$ cat src/rtl/imem_program_loader.sv
// Packs a little-endian byte stream into 32-bit words and writes them sequentially
// into instruction memory, holding the CPU until the whole program is in place.
module imem_program_loader #(
    parameter int ADDR_W = 6
) (
    input  logic              clk,
    input  logic              reset,
    input  logic              start,
    input  logic [ADDR_W:0]   num_words,
    input  logic [7:0]        rx_data,
    input  logic              rx_valid,
    output logic              rx_ready,
    output logic              IMemWrite,
    output logic [31:0]       imem_addr,
    output logic [31:0]       imem_wdata,
    output logic              cpu_hold,
    output logic              done,
    output logic [7:0]        checksum,
    output logic [1:0]        state
);

    // Byte stream handshake: a byte moves on a cycle where rx_valid && rx_ready;
    // rx_ready is high exactly while collecting, and rx_data must be stable with rx_valid.
    typedef enum logic [1:0] {
        S_IDLE    = 2'd0,
        S_COLLECT = 2'd1,
        S_WRITE   = 2'd2,
        S_DONE    = 2'd3
    } state_t;

    localparam logic [ADDR_W:0] CAP     = {1'b1, {ADDR_W{1'b0}}};
    localparam logic [ADDR_W:0] IDX_ONE = {{ADDR_W{1'b0}}, 1'b1};

    state_t          state_q, state_d;
    logic [1:0]      byte_cnt_q, byte_cnt_d;
    logic [ADDR_W:0] word_idx_q, word_idx_d;
    logic [ADDR_W:0] count_q, count_d;
    logic            imem_write_q, imem_write_d;
    logic [31:0]     imem_addr_q, imem_addr_d;
    logic [31:0]     imem_wdata_q, imem_wdata_d;
    logic            cpu_hold_q, cpu_hold_d;
    logic            done_q, done_d;
    logic [7:0]      checksum_q, checksum_d;

    logic [ADDR_W:0] clamped_count;
    logic            start_accept;
    logic            xfer;

    assign clamped_count = (num_words > CAP) ? CAP : num_words;
    assign start_accept  = start && ((state_q == S_IDLE) || (state_q == S_DONE));
    assign xfer          = rx_valid && (state_q == S_COLLECT);

    always_ff @(posedge clk) begin
        if (reset) begin
            state_q      <= S_IDLE;
            byte_cnt_q   <= 2'd0;
            word_idx_q   <= '0;
            count_q      <= '0;
            imem_write_q <= 1'b0;
            imem_addr_q  <= 32'd0;
            imem_wdata_q <= 32'd0;
            cpu_hold_q   <= 1'b1;
            done_q       <= 1'b0;
            checksum_q   <= 8'd0;
        end else begin
            state_q      <= state_d;
            byte_cnt_q   <= byte_cnt_d;
            word_idx_q   <= word_idx_d;
            count_q      <= count_d;
            imem_write_q <= imem_write_d;
            imem_addr_q  <= imem_addr_d;
            imem_wdata_q <= imem_wdata_d;
            cpu_hold_q   <= cpu_hold_d;
            done_q       <= done_d;
            checksum_q   <= checksum_d;
        end
    end

    always_comb begin
        state_d = state_q;
        case (state_q)
            S_IDLE, S_DONE: begin
                if (start) begin
                    state_d = (clamped_count == '0) ? S_DONE : S_COLLECT;
                end
            end
            S_COLLECT: begin
                if (rx_valid && (byte_cnt_q == 2'd3)) begin
                    state_d = S_WRITE;
                end
            end
            S_WRITE: begin
                state_d = ((word_idx_q + IDX_ONE) == count_q) ? S_DONE : S_COLLECT;
            end
            default: state_d = S_IDLE;
        endcase
    end

    always_comb begin
        byte_cnt_d   = byte_cnt_q;
        word_idx_d   = word_idx_q;
        count_d      = count_q;
        imem_addr_d  = imem_addr_q;
        imem_wdata_d = imem_wdata_q;
        checksum_d   = checksum_q;
        // Strobe and status are registered views of the state being entered.
        imem_write_d = (state_d == S_WRITE);
        done_d       = (state_d == S_DONE);
        cpu_hold_d   = (state_d != S_DONE);

        if (start_accept) begin
            count_d      = clamped_count;
            byte_cnt_d   = 2'd0;
            word_idx_d   = '0;
            checksum_d   = 8'd0;
            imem_addr_d  = 32'd0;
            imem_wdata_d = 32'd0;
        end

        if (xfer) begin
            imem_wdata_d[8*byte_cnt_q +: 8] = rx_data;
            checksum_d = checksum_q + rx_data;
            byte_cnt_d = byte_cnt_q + 2'd1;
            if (byte_cnt_q == 2'd3) begin
                imem_addr_d = 32'({word_idx_q, 2'b00});
            end
        end

        if (state_q == S_WRITE) begin
            word_idx_d = word_idx_q + IDX_ONE;
        end
    end

    assign rx_ready   = (state_q == S_COLLECT);
    assign IMemWrite  = imem_write_q;
    assign imem_addr  = imem_addr_q;
    assign imem_wdata = imem_wdata_q;
    assign cpu_hold   = cpu_hold_q;
    assign done       = done_q;
    assign checksum   = checksum_q;
    assign state      = state_q;

endmodule

$ cat config.mk
export PLATFORM = sky130hd
export DESIGN_NAME = imem_program_loader
export DESIGN_NICKNAME = d
export VERILOG_FILES = /design/src/rtl/imem_program_loader.sv
export SDC_FILE = /design/constraint.sdc
export NUM_CORES = 1
export LEC_CHECK = 0
export ABC_AREA = 0
export CAP_MARGIN = 0
export CORE_MARGIN = 8
export CORE_UTILIZATION = 44
export DETAILED_ROUTE_END_ITERATION = 12
export PLACE_DENSITY = 0.76
export SETUP_SLACK_MARGIN = 0.3
export SLEW_MARGIN = 30
export SYNTH_ARGS = -nofsm -noshare
export SYNTH_HDL_FRONTEND = slang
export SYNTH_SLANG_ARGS = --single-unit
$ cat constraint.sdc
create_clock -name clk -period 1.6 [get_ports clk]
set_input_delay 0.32 -clock clk [delete_from_list [all_inputs] [get_ports clk]]
set_output_delay 0.32 -clock clk [all_outputs]
set_load 0.01 [all_outputs]
==> qor.txt <==
crit path max fanout = 3
Top-Level Pins = 97
clk buf depth = 2
Final setup viols = 13
final hold violation count = 0
EDFF count, synth = 0
syn avg cell area = 9.62 um^2
Port Buffers = 96
Max Slew Vio Count = 0
via density per instance = 5.71
crit share post-route = 117%
HP Class = in -> reg
row count = 33
CTS tree = yes
Avg WL per Cell = 21.0 um
worst-skew pair later-pin latency = 0.36 ns
total grt overflow = 0
flop2flop setup slack = -0.27 ns
critical path required time = 1.88 ns
worst vdd ir = 0.000898 V
clock skew = 0.0120 ns
Setup CP Type = reg -> reg
leading cell type in the layout, fill and taps excluded = dfxtp_1
slowest stage delay, CP = 0.38 ns
Clock transition at path regs = 0.10 ns
synth-to-layout area growth = 67.6%
Netlist cell types = 49
Core Region = 8220 um^2
Die Span X = 108 um
first-pass GRT wire length = 19300 um
largest net degree at the start of global routing = 26
critical path startpoint category = flip-flop
Synth Area in Compound Gates = 17.8%
finished layout cell area = 6250 um^2
WL final = 14000 um
vias = 3797
crit path capture type = flip-flop
Core Util, Final = 76.1%
main combinational cell family by area after synthesis = simple AND/OR/NAND/NOR gates
crit-path cells = buf_12 -> fa_2 -> a21o_1 -> a21oi_2 -> o211ai_1 -> xnor2_1 -> o31ai_1
CTS Buf Count = 9
Reg2Reg Depth = 7
Worst-Margin Slew = 0.358 ns
H-tree depth = 3
Leak = 2.58 nW
max_cap viols = 0
commonest cells after routing, fill and taps aside = dfxtp_1, nor2_1, buf_4
HPWL Detailed = 7840 um
adder-cell share of the synthesized area = 5.90%
Filler cells = 525
TritonCTS sink count = 93
Post-DP Area = 5380 um^2
simple-gate area share of the yosys netlist = 20.0%
Seq/Total Area, Yosys = 49.9%
DRT Pass-1 Iters = 6
Die Span Y = 108 um
number of synthesized register bits = 93
outcome = finished with violations
Ant. Diodes = 0
final net count = 592
failing checks = negative setup slack
Final ANT Viol Nets = 0
critical path's slowest cell = dfxtp_4
clock root cell = clkbuf_8
Max Fclk = 0.535 GHz
syn_nets = 424
CP Buf/Inv Count = 1
Synth top area share = 49.9%
Async S/R FF share, synth = 0%
total negative slack = -1.09 ns
DR iter-0 viols = 273
Crit path max-delay family = compound AO/OA/AOI/OAI gates
post-synthesis mux area share = 0.268%
GP Congestion = 0.899
vias in the first global route = 3676
post-layout min period = 1.87 ns
RSZ-0062 raised after global routing = true
Critical Path Stages = 7
Data arrival, critical path = 2.15 ns
ys flop type = dfxtp_1
setup ws final = -0.271 ns
Mapped Area = 3730 um^2
DR DRC count = 0
FF+latch area = 1910 um^2
synth warn = 0
worst hold path depth = 3
area of the multi-input gates = 2490 um^2
slew margin rel. = 76.1%
main area contributors after synthesis = dfxtp_1, a22oi_1, nor2_1, ha_1, and2_1
largest area contributor in the netlist = dfxtp_1
initial antenna violation count = 0
layout cell share with drive strength beyond 1 = 57.9%
Die Footprint = 11700 um^2
PD cells = 1160 nW/um^2
post-synthesis xor/xnor area fraction = 3.05%
Post-Synthesis Cells = 388
initial cell density of the core = 45.4%
gr usage total = 20.9%
## power by group
group	total (W)	internal [W]	switching (W)	leakage [nW]
combinational	0.00312	0.00158	0.00154	1.72
sequential	0.00264	0.00248	0.000162	0.768
clock	0.00146	0.000603	0.000853	0.0887
## cells in the mapped netlist (5+ instances only)
library cell / count
inv_1: 6
a21oi_1: 24
xnor2_1: 8
and4_1: 5
nor2_1: 59
a21o_1: 6
a22o_1: 6
dfxtp_1: 93
ha_1: 16
nor3b_1: 9
nand3_1: 6
xor2_1: 5
and2_1: 28
nand2_1: 13
a22oi_1: 38
clkbuf_1: 18
## what timing repair did
| item | CTS | global route |
|---|---|---|
| hold endpoints to repair | 0 | 0 |
| gates resized for setup | 279 | 137 |
| setup endpoints to repair | 168 | 162 |
| pin swaps | 43 | 40 |
| hold buffers | 0 | 0 |
| setup buffers | 16 | 9 |
| cloned | 4 | 1 |
## per-stage QoR
| step | cells | hold WS, ns | setup WS (ns) | power [W] |
|---|---|---|---|---|
| floorplan | 388 | 0.448 | -0.0544 | 0.00388 |
| global placement | 620 | 0.444 | -0.580 | 0.00453 |
| detailed placement | 620 | 0.450 | -0.642 | 0.00456 |
| CTS | 655 | 0.410 | -0.0918 | 0.00655 |
| global route | 665 | 0.423 | -0.277 | 0.00749 |
| finish | 665 | 0.403 | -0.271 | 0.00722 |
## worst register-to-register path, stage by stage (launching register included)
cell      delay, ns
dfxtp_4        0.38
buf_12         0.13
fa_2           0.37
a21o_1         0.19
a21oi_2        0.19
o211ai_1       0.16
xnor2_1        0.18
o31ai_1        0.19
## metal layers
layer | wire length (um) | track usage (%) | up-vias
met2 | 6720 | 34.4 | 185
li1 | - | - | 1726
met5 | 0 | 0 | -
met1 | 5830 | 25.9 | 1840
met3 | 1020 | 4.22 | 46
met4 | 416 | 9.32 | 0
## worst paths after layout
| kind | startpoint | end |
|---|---|---|
| max | checksum[1] | checksum[6] |
| max reg2reg | checksum[1] | checksum[6] |
| min reg2reg | imem_addr[17] | imem_addr[17] |
| min | reset | checksum[2] |
## cell families (layout without fill, tap and decap cells)
family                   Yosys count  in the layout
adder cells (fa/ha/maj)           17             17
buffers and inverters             28            196
AO/OA/AOI/OAI                     94             94
flip-flops                        93             93
multiplexers                       1              1
AND/OR/NAND/NOR                  142            146
XOR/XNOR                          13             13
## cell type report
type | count | share of cell area [%]
Clock buffer | 10 | 2.20
Clock inverter | 5 | 0.580
Inverter | 6 | 0.440
Multi-Input combinational cell | 271 | 39.8
Sequential cell | 93 | 30.6
Tap cell | 105 | 2.10
Timing Repair Buffer | 175 | 24.3
## state kept, by name, summed over array words and instances, names as in the netlist
name	cells
imem_addr	32
imem_wdata	32
checksum	8
count_q	7
word_idx_q	7
byte_cnt_q	2
state	2
IMemWrite	1
cpu_hold	1
done	1
Note: power is estimated with default switching activity, not from simulation.
